File: src/rtl/uart_frame_pkg.sv
// uart_frame_pkg: shared definitions for the measurement-link frame receiver.
//   - Header and trailer characters for each of the three frame kinds
//   - kind_e: which result register a frame addresses
//   - rx_state_e: per-byte serial receiver states
//   - frame_state_e: frame decoder states
//   - maj3(): 2-of-3 vote used by the optional oversampling path
//   - trailer_of(): expected trailer character for a frame kind
package uart_frame_pkg;

  localparam logic [7:0] HDR_PINLV = 8'h74;  // 't'
  localparam logic [7:0] TRL_PINLV = 8'h78;  // 'x'
  localparam logic [7:0] HDR_CYCLE = 8'h63;  // 'c'
  localparam logic [7:0] TRL_CYCLE = 8'h79;  // 'y'
  localparam logic [7:0] HDR_DUTY  = 8'h64;  // 'd'
  localparam logic [7:0] TRL_DUTY  = 8'h75;  // 'u'

  typedef enum logic [1:0] {
    KIND_PINLV = 2'd0,
    KIND_CYCLE = 2'd1,
    KIND_DUTY  = 2'd2
  } kind_e;

  typedef enum logic [1:0] {
    RX_IDLE  = 2'd0,
    RX_START = 2'd1,
    RX_DATA  = 2'd2,
    RX_STOP  = 2'd3
  } rx_state_e;

  typedef enum logic [2:0] {
    F_HDR = 3'd0,
    F_B3  = 3'd1,
    F_B2  = 3'd2,
    F_B1  = 3'd3,
    F_B0  = 3'd4,
    F_TRL = 3'd5
  } frame_state_e;

  function automatic logic maj3(input logic a, input logic b, input logic c);
    return (a & b) | (a & c) | (b & c);
  endfunction

  function automatic logic [7:0] trailer_of(input kind_e k);
    logic [7:0] t;
    case (k)
      KIND_PINLV: t = TRL_PINLV;
      KIND_CYCLE: t = TRL_CYCLE;
      KIND_DUTY:  t = TRL_DUTY;
      default:    t = 8'h00;
    endcase
    return t;
  endfunction

endpackage

File: src/rtl/uart_frame_rx_byte.sv
// uart_rx_byte: 8N1 serial byte receiver.
//   Synchronizes the asynchronous line, detects the start-bit falling edge,
//   then samples start, 8 data bits (LSB first) and stop at bit centres.
// Ports:
//   clk, rst_n       clock, asynchronous active-low reset
//   uart_rx          serial line, idle high
//   byte_data[7:0]   received byte, valid while byte_vld is high
//   byte_vld         one-cycle pulse: byte received with a good stop bit
//   byte_ferr        one-cycle pulse: stop bit sampled low, byte discarded
// Build option: UART_RX_MAJORITY_EN selects a 2-of-3 vote around each bit
//   centre (decisions move one cycle later; needs BPS_DIV >= 8).
module uart_rx_byte
  import uart_frame_pkg::*;
#(
  parameter int BPS_DIV = 5208
) (
  input  logic       clk,
  input  logic       rst_n,
  input  logic       uart_rx,
  output logic [7:0] byte_data,
  output logic       byte_vld,
  output logic       byte_ferr
);

  localparam logic [15:0] BIT_LAST_C = 16'(BPS_DIV - 1);
`ifdef UART_RX_MAJORITY_EN
  // One extra cycle in the start phase lets the vote see centre+1.
  localparam logic [15:0] START_LAST_C = 16'(BPS_DIV / 2);
`else
  localparam logic [15:0] START_LAST_C = 16'(BPS_DIV / 2 - 1);
`endif

  logic       sync1_r;
  logic       sync2_r;
  logic       d1_r;
`ifdef UART_RX_MAJORITY_EN
  logic       d2_r;
`endif
  logic       fall_s;
  logic       sample_s;
  rx_state_e  state_r;
  logic [15:0] cnt_r;
  logic [2:0] bit_idx_r;
  logic [7:0] shift_r;

  // Two-flop synchronizer plus delayed copies for edge detect and voting.
  always_ff @(posedge clk or negedge rst_n) begin
    if (!rst_n) begin
      sync1_r <= 1'b1;
      sync2_r <= 1'b1;
      d1_r    <= 1'b1;
`ifdef UART_RX_MAJORITY_EN
      d2_r    <= 1'b1;
`endif
    end else begin
      sync1_r <= uart_rx;
      sync2_r <= sync1_r;
      d1_r    <= sync2_r;
`ifdef UART_RX_MAJORITY_EN
      d2_r    <= d1_r;
`endif
    end
  end

  assign fall_s = d1_r & ~sync2_r;

  // Bit decision value: either the centre sample or the vote around it.
  always_comb begin
`ifdef UART_RX_MAJORITY_EN
    sample_s = maj3(sync2_r, d1_r, d2_r);
`else
    sample_s = sync2_r;
`endif
  end

  // Byte FSM: start qualification, data shift, stop check.
  always_ff @(posedge clk or negedge rst_n) begin
    if (!rst_n) begin
      state_r   <= RX_IDLE;
      cnt_r     <= 16'd0;
      bit_idx_r <= 3'd0;
      shift_r   <= 8'h00;
      byte_data <= 8'h00;
      byte_vld  <= 1'b0;
      byte_ferr <= 1'b0;
    end else begin
      byte_vld  <= 1'b0;
      byte_ferr <= 1'b0;
      case (state_r)
        RX_IDLE: begin
          if (fall_s) begin
            cnt_r   <= 16'd0;
            state_r <= RX_START;
          end else begin
            cnt_r <= 16'd0;
          end
        end
        RX_START: begin
          if (cnt_r == START_LAST_C) begin
            cnt_r <= 16'd0;
            // A line already back high at mid start bit is a glitch.
            if (!sample_s) begin
              bit_idx_r <= 3'd0;
              state_r   <= RX_DATA;
            end else begin
              state_r <= RX_IDLE;
            end
          end else begin
            cnt_r <= cnt_r + 16'd1;
          end
        end
        RX_DATA: begin
          if (cnt_r == BIT_LAST_C) begin
            cnt_r   <= 16'd0;
            shift_r <= {sample_s, shift_r[7:1]};
            if (bit_idx_r == 3'd7) begin
              state_r <= RX_STOP;
            end else begin
              bit_idx_r <= bit_idx_r + 3'd1;
            end
          end else begin
            cnt_r <= cnt_r + 16'd1;
          end
        end
        RX_STOP: begin
          if (cnt_r == BIT_LAST_C) begin
            cnt_r <= 16'd0;
            // Return to idle at mid stop bit so a back-to-back start is caught.
            state_r <= RX_IDLE;
            if (sample_s) begin
              byte_vld  <= 1'b1;
              byte_data <= shift_r;
            end else begin
              byte_ferr <= 1'b1;
            end
          end else begin
            cnt_r <= cnt_r + 16'd1;
          end
        end
        default: begin
          state_r <= RX_IDLE;
          cnt_r   <= 16'd0;
        end
      endcase
    end
  end

endmodule

File: src/rtl/uart_frame_rx.sv
// uart_frame_rx: UART receiver and 6-byte frame decoder for the measurement link.
//   Frame: header, 4 data bytes MSB first, trailer.
//   't'..'x' -> pinlv, 'c'..'y' -> cycle, 'd'..'u' -> duty_cycle.
// Ports:
//   clk, rst_n             clock, asynchronous active-low reset
//   uart_rx                serial line, idle high, asynchronous
//   pinlv/cycle/duty_cycle last successfully decoded values
//   pinlv_vld/cycle_vld/duty_vld  one-cycle pulse when the register updates
//   frame_err              one-cycle pulse on an aborted frame
// Build option: UART_RX_MAJORITY_EN (see uart_rx_byte).
module uart_frame_rx
  import uart_frame_pkg::*;
#(
  parameter int BPS_DIV = 5208
) (
  input  logic        clk,
  input  logic        rst_n,
  input  logic        uart_rx,
  output logic [31:0] pinlv,
  output logic [31:0] cycle,
  output logic [31:0] duty_cycle,
  output logic        pinlv_vld,
  output logic        cycle_vld,
  output logic        duty_vld,
  output logic        frame_err
);

  logic [7:0]   byte_data_s;
  logic         byte_vld_s;
  logic         byte_ferr_s;
  frame_state_e fstate_r;
  kind_e        kind_r;
  logic [31:0]  shreg_r;

  uart_rx_byte #(.BPS_DIV(BPS_DIV)) u_byte (
    .clk       (clk),
    .rst_n     (rst_n),
    .uart_rx   (uart_rx),
    .byte_data (byte_data_s),
    .byte_vld  (byte_vld_s),
    .byte_ferr (byte_ferr_s)
  );

  // Frame FSM: header select, data assembly, trailer check and output load.
  always_ff @(posedge clk or negedge rst_n) begin
    if (!rst_n) begin
      fstate_r   <= F_HDR;
      kind_r     <= KIND_PINLV;
      shreg_r    <= 32'h0000_0000;
      pinlv      <= 32'h0000_0000;
      cycle      <= 32'h0000_0000;
      duty_cycle <= 32'h0000_0000;
      pinlv_vld  <= 1'b0;
      cycle_vld  <= 1'b0;
      duty_vld   <= 1'b0;
      frame_err  <= 1'b0;
    end else begin
      pinlv_vld <= 1'b0;
      cycle_vld <= 1'b0;
      duty_vld  <= 1'b0;
      frame_err <= 1'b0;
      if (byte_ferr_s) begin
        // A framing error only matters once a frame has started.
        if (fstate_r != F_HDR) begin
          frame_err <= 1'b1;
          fstate_r  <= F_HDR;
        end else begin
          fstate_r <= F_HDR;
        end
      end else if (byte_vld_s) begin
        case (fstate_r)
          F_HDR: begin
            case (byte_data_s)
              HDR_PINLV: begin kind_r <= KIND_PINLV; fstate_r <= F_B3; end
              HDR_CYCLE: begin kind_r <= KIND_CYCLE; fstate_r <= F_B3; end
              HDR_DUTY:  begin kind_r <= KIND_DUTY;  fstate_r <= F_B3; end
              default:   fstate_r <= F_HDR;
            endcase
          end
          F_B3: begin shreg_r[31:24] <= byte_data_s; fstate_r <= F_B2;  end
          F_B2: begin shreg_r[23:16] <= byte_data_s; fstate_r <= F_B1;  end
          F_B1: begin shreg_r[15:8]  <= byte_data_s; fstate_r <= F_B0;  end
          F_B0: begin shreg_r[7:0]   <= byte_data_s; fstate_r <= F_TRL; end
          F_TRL: begin
            fstate_r <= F_HDR;
            // A wrong trailer is consumed here, never re-read as a header.
            if (byte_data_s == trailer_of(kind_r)) begin
              case (kind_r)
                KIND_PINLV: begin pinlv      <= shreg_r; pinlv_vld <= 1'b1; end
                KIND_CYCLE: begin cycle      <= shreg_r; cycle_vld <= 1'b1; end
                KIND_DUTY:  begin duty_cycle <= shreg_r; duty_vld  <= 1'b1; end
                default:    frame_err <= 1'b1;
              endcase
            end else begin
              frame_err <= 1'b1;
            end
          end
          default: fstate_r <= F_HDR;
        endcase
      end else begin
        fstate_r <= fstate_r;
      end
    end
  end

endmodule

File: config.mk
export PLATFORM = sky130hd
export DESIGN_NAME = uart_frame_rx
export DESIGN_NICKNAME = d
export VERILOG_FILES = /design/src/rtl/uart_frame_pkg.sv /design/src/rtl/uart_frame_rx_byte.sv /design/src/rtl/uart_frame_rx.sv
export SDC_FILE = /design/constraint.sdc
export NUM_CORES = 1
export LEC_CHECK = 0
export ABC_AREA = 1
export ABC_CLOCK_PERIOD_IN_PS = 2930
export BUFFER_PORTS_ARGS = -buffer_cell sky130_fd_sc_hd__buf_2
export CAP_MARGIN = 20
export CORE_MARGIN = 1.5
export CORE_UTILIZATION = 40
export DETAILED_ROUTE_END_ITERATION = 8
export GPL_TIMING_DRIVEN = 0
export HOLD_SLACK_MARGIN = 0.12
export PLACE_DENSITY = 0.66
export SYNTH_ARGS = -nofsm -noshare
export SYNTH_HDL_FRONTEND = slang
export SYNTH_HIERARCHICAL = 1
export SYNTH_SLANG_ARGS = --single-unit
File: constraint.sdc
create_clock -name clk -period 2.93 [get_ports clk]
set_clock_uncertainty 0.05 [all_clocks]
set_input_delay 0.1465 -clock clk [delete_from_list [all_inputs] [get_ports clk]]
set_output_delay 0.1465 -clock clk [all_outputs]
set_load 0.01 [all_outputs]
# Word-level counts from Yosys, hierarchy flattened
# Cells that the tools add are included.
# totals
n_memories	0
romBits	0
regBits	179
output_inout_bits	100
word_cells	125
ramBits	0
input_bits	3
latch_bits	0
# op_classes
n_shift	0
mul	0
n_reduce_logical	22
muxes	51
addsub	2
n_eq_ne	24
order_cmp	0
div	0
n_bitwise	3
# op_table
operator	count
$pmux W16 S3	1
$mux W16	2
$mux W1	28
$reduce_and A5 Y1	5
$eq A8 B7 Y1 const B	3
$mux W8	3
$pmux W7 S3	1
$mux W3	6
$add A16 B1 Y16 const B	1
$eq A16 B12 Y1 const B	1
$eq A16 B13 Y1 const B	1
$pmux W3 S5	1
$reduce_and A3 Y1	5
$mux W2	6
$ne A2 B1 Y1 const B	5
$eq A3 B3 Y1 const B	3
$eq A8 B8 Y1	1
$pmux W2 S4	1
$eq A2 B2 Y1 const B	3
$eq A3 B2 Y1 const B	2
$pmux W2 S3	1
$pmux W3 S2	1
$reduce_bool A3 Y1	2
$reduce_or A3 Y1	2
12 further kinds	17

# Logic depth before layout (Yosys ltp)
# depth
depth_word	10
ltp_mapped	12
mapped_depth_nobuf	11

# Modules after synthesis
# The synthesis kept the hierarchy.
# by_module_without_submodules
module	instances	cells_each	area_per_inst_um2	seq_area_each_um2
uart_frame_rx	1	636	5688.0	3428.3
uart_rx_byte	1	239	2053.2	1054.8

# Worst setup path before layout
# No wires, ideal clock.
# synth_timing
path_kind	register -> register
start	register kind_r[0]
end	register cycle[10]
setup_time_ps	117
path_stages_with_launch	10
required_ps	2763
arrival_ps	1709
path_slack_ps	1053
n_path_buf	1
path_cell_list	dfrtp_1 inv_1 ha_1 nand2_1 nand2_1 nor3_4 nand3_1 clkbuf_1 nand2_1 nand2_1
# synth_between
elab_chain_len	7
word_cells_on_any_way	9
cone_classes	3 x eq/ne; 4 x mux; 2 x reduce/logical
# synth_lines
item	line_no	rtl
from (decl)	uart_frame_rx.sv:32	kind_e kind_r;
from (signal assigned)	uart_frame_rx.sv:48	kind_r <= KIND_PINLV;
from (signal assigned)	uart_frame_rx.sv:74	HDR_PINLV: begin kind_r <= KIND_PINLV; fstate_r <= F_B3; end
from (signal assigned)	uart_frame_rx.sv:75	HDR_CYCLE: begin kind_r <= KIND_CYCLE; fstate_r <= F_B3; end
$eq A2 B2 Y1 (tied with other cells)	uart_frame_pkg.sv:45	case (k)
$pmux W7 S3	uart_frame_pkg.sv:45	
$mux W8	uart_frame_rx.sv:71	case (fstate_r)
$mux W8	uart_frame_rx.sv:70	end else if (byte_vld_s) begin
$mux W8	uart_frame_rx.sv:62	if (byte_ferr_s) begin
$eq A8 B8 Y1	uart_frame_rx.sv:87	if (byte_data_s == trailer_of(kind_r)) begin
$reduce_and A5 Y1 (no source line) (*)	-	
to (signal assigned)	uart_frame_rx.sv:51	cycle <= 32'h0000_0000;
to (signal assigned)	uart_frame_rx.sv:90	KIND_CYCLE: begin cycle <= shreg_r; cycle_vld <= 1'b1; end
to (decl)	uart_frame_rx.sv:20	output logic [31:0] cycle,
# Mark *: on every way between the ends. The rest lies on a longest branch, timed or not. The select of a mux whose other input is x is not followed.
# A chain may end at the register's enable or synchronous reset.

# Final worst setup path
# layout_timing
start	register kind_r[1]
end	register pinlv[13]
# layout_between
elab_chain_len	7
word_cells_on_any_way	9
cone_classes	3 x eq/ne; 4 x mux; 2 x reduce/logical
# layout_lines
item	line_no	rtl
$eq A2 B2 Y1 (tied with other cells)	uart_frame_pkg.sv:45	
$pmux W7 S3	uart_frame_pkg.sv:45	
$mux W8	uart_frame_rx.sv:71	
$mux W8	uart_frame_rx.sv:70	
$mux W8	uart_frame_rx.sv:62	
$eq A8 B8 Y1	uart_frame_rx.sv:87	
$reduce_and A5 Y1 (no source line) (*)	-	
to (signal assigned)	uart_frame_rx.sv:50	pinlv <= 32'h0000_0000;
to (signal assigned)	uart_frame_rx.sv:89	KIND_PINLV: begin pinlv <= shreg_r; pinlv_vld <= 1'b1; end
to (decl)	uart_frame_rx.sv:19	output logic [31:0] pinlv,
# Marked as above.

==> flow_metrics.py <==
metrics = {
    "clocking": {
        "htree_levels": 4,
        "cts-resized-gates": 0,
        "clock_sinks": 179,
        "clkTransAtPathRegs_ns": 0.07,
        "ctsHoldBuffers": 2,
        "cts_buffers": 17,
        "clockBufferDepth": 2,
        "cts-root-buf": "clkbuf_16",
        "post_cts_buffers": 0,
        "cts_tree": "done",
        "clk_latency_ns": 0.43,
    },
    "synth": {
        "synth_area_sq_um": 7740,
        "syn_nets": 886,
        "ys_types": 35,
        "yosysWarnings": 6,
        "syn_inst": 875,
        "synth_seq_cells": 179,
        "synth.yosys.seq_area_share_pct": 57.9,
        "synth.avg_cell_area_sq_um": 8.85,
    },
    "power_and_ir_drop": {
        "p_leak_nw": 4.95,
        "totalPowerFinal_mw": 5.09,
        "ir_drop_mv": 0.399,
        "power_density_nw_per_um2": 553,
    },
    "detailed_routing": {
        "routed_wl_um": 19200,
        "drt_iter0_markers": 299,
        "drc": 0,
        "routedWlPerCell_um": 15.1,
        "vias": 6403,
        "ant_nets": 0,
        "via_per_inst": 5.03,
        "dr.pass1.iters": 5,
    },
    "status": {
        "status": "finished, final reports clean",
    },
    "place": {
        "dpl_cell_area_sq_um": 8610,
        "dp_hpwl_um": 13600,
        "io_buffers": 102,
        "place_congestion": 0.925,
    },
    "timing": {
        "fin_crit_sh_pct": 84.7,
        "rsz0062_at_grt": "false",
        "final-setup-viol-count": 0,
        "slew-limit-headroom_pct": 56.4,
        "max_freq_mhz": 403,
        "final_max_slew_viol_count": 0,
        "hold_viol": 0,
        "tightest_slew_ns": 0.654,
        "holdWs_ns": 0.164,
        "period_minus_slack_ns": 2.48,
    },
    "floorplanning": {
        "start_util_pct": 41.1,
        "coreArea_sq_um": 18800,
        "die_h_um": 142,
        "io_pins": 103,
        "rows": 50,
        "die_area_sq_um": 20200,
        "die_x_um": 142,
    },
    "final_layout": {
        "num_antenna_cells": 0,
        "drive_above_1_share_pct": 16.9,
        "final_common_cell": "nand2_1",
        "design_area_sq_um": 9200,
        "layout.nets": 1010,
        "layout_common_cells": "nand2_1 (309), dfrtp_1 (176), nand4_1 (109)",
        "area_delta_synth_final_pct": 18.9,
        "fin_util_pct": 48.9,
    },
    "critical_path": {
        "cp.arrival_ns": 2.76,
        "cpMostUsedCell": "nand2_1",
        "crit_fanout": 10,
        "cp-start-kind": "flip-flop",
        "end_kind": "flip-flop",
        "criticalPathCategory": "flip-flop to flip-flop",
        "crit_chain": "inv_1 > ha_1 > inv_1 > nand2_1 > nand2_1 > nor3_4 > nand3_1 > clkbuf_1 > nand2_1 > nand2_1",
        "max_stage_delay_ns": 0.43,
        "worst_path_max_delay_cell": "nor3_4",
        "critPathRequiredTime_ns": 3.20,
    },
    "run": {
        "max_cap_violations": 0,
    },
    "grt": {
        "grt_max_degree": 124,
        "grt_usage_pct": 19.8,
        "grt_pass1_wl_um": 31400,
        "antenna_found_initial": 0,
        "grt_pass1_vias": 6031,
        "grt.overflow.total": 0,
    },
    "min_path": {
        "min_path_type": "primary input to asynchronous set/reset pin",
    },
}
[layout make-up]
class                      count  area [sq um]
fill                        1786          9630
tap                          260           325
multi-input combinational    588          2830
timing repair buffer         105           568
clock buffer                  18           429
buffer                        47           204
clock inverter                14           139
inverter                      61           229
sequential                   179          4480
[power breakdown]
part	total [mW]	internal (mW)	switching [mW]
Combinational	0.318	0.0889	0.229
Clock	2.22	1.20	1.02
Sequential	2.55	2.50	0.0463
Total	5.09	3.79	1.30
[sequential cells by signal (all words and copies together), names as in the netlist, named ones only]
signal / cells
u_byte/byte_ferr: 1
u_byte/state_r: 1
u_byte/byte_data: 8
duty_cycle: 32
pinlv: 32
u_byte/sample_s: 1
u_byte/d1_r: 1
cycle_vld: 1
shreg_r: 32
frame_err: 1
u_byte/sync1_r: 1
cycle: 32
pinlv_vld: 1
u_byte/byte_vld: 1
u_byte/shift_r: 8
duty_vld: 1
kind_r: 2
u_byte/cnt_r: 16
u_byte/bit_idx_r: 3
fstate_r: 3
[through the flow]
| stage | worst slack [ns] | setup TNS [ns] | std cells |
|---|---|---|---|
| after global routing | 0.336 | 0 | 1272 |
| after detailed placement | 0.476 | 0 | 1238 |
| after global placement | -1.20 | -209.65 | 1237 |
| after floorplan | 1.05 | 0 | 875 |
| final | 0.449 | 0 | 1272 |
| after CTS | 0.467 | 0 | 1272 |
[routing by layer]
metal	global-route usage (%)	vias up	part of all wire [%]
met5	0	-	0
met4	6.89	0	1.9
met3	3.43	23	4.8
met2	32.6	174	48
met1	26.4	3053	46
li1	-	3153	-
[synthesized netlist by cell type]
cell type  instances  share of area, %
a21boi_0           1             0.097
a21oi_1           10              0.65
a31oi_1            1             0.081
and2_1             1             0.081
and3_1             2              0.16
buf_1              3              0.15
buf_2              7              0.45
buf_4              1             0.097
buf_6              2              0.29
clkbuf_1          34               1.6
dfrtp_1          176                57
dfstp_2            3               1.0
ha_1               8               1.3
inv_1             55               2.7
inv_2              6              0.29
nand2_1          309                15
nand2_2            4              0.32
nand2_4            1              0.15
nand3_1           27               1.7
nand4_1          109               8.8
nand4_2            2              0.32
nor2_1            35               1.7
nor2_2             3              0.24
nor2_4             4              0.58
nor3_1             3              0.19
nor3_2             1              0.13
nor3_4             2              0.42
nor3b_1            1             0.097
nor4_1             1             0.081
o21a_1             1             0.097
o21ai_0           55               3.6
o21ai_1            1             0.065
o21ai_2            1              0.11
o21bai_1           2              0.19
xor2_1             3              0.34
[worst paths after layout]
check | to | cells after the start | slack, ns | from
worst max-delay path | pinlv[13] | 10 | 0.45 | kind_r[1]
worst min-delay path | pinlv_vld | 2 | 0.16 | rst_n
worst max register to register | pinlv[13] | 10 | 0.45 | kind_r[1]
worst min register to register | u_byte/sample_s | 0 | 0.31 | u_byte/sync1_r
max in group asynchronous | u_byte/cnt_r[11] | 3 | 1.69 | rst_n
min in group clk | u_byte/sync1_r | 2 | 0.31 | uart_rx
[cells by family (layout without fill, tap and decap cells)]
logic type,after synthesis,count (layout),share of synthesized area (%)
compound gates,72,72,4.85
xor+xnor,3,3,0.339
flops,179,179,57.9
buf+inv,108,245,5.59
simple gates,505,505,30.0
fa+ha+maj,8,8,1.29
[critical path, delay by kind of cell (launching register included)]
| kind | cells | cell delay, ns |
|---|---|---|
| and+or+nand+nor | 6 | 1.10 |
| buffers and inverters | 3 | 0.49 |
| DFF | 1 | 0.42 |
| adders and majority gates | 1 | 0.30 |
Note: power is estimated with default switching activity, not from simulation.
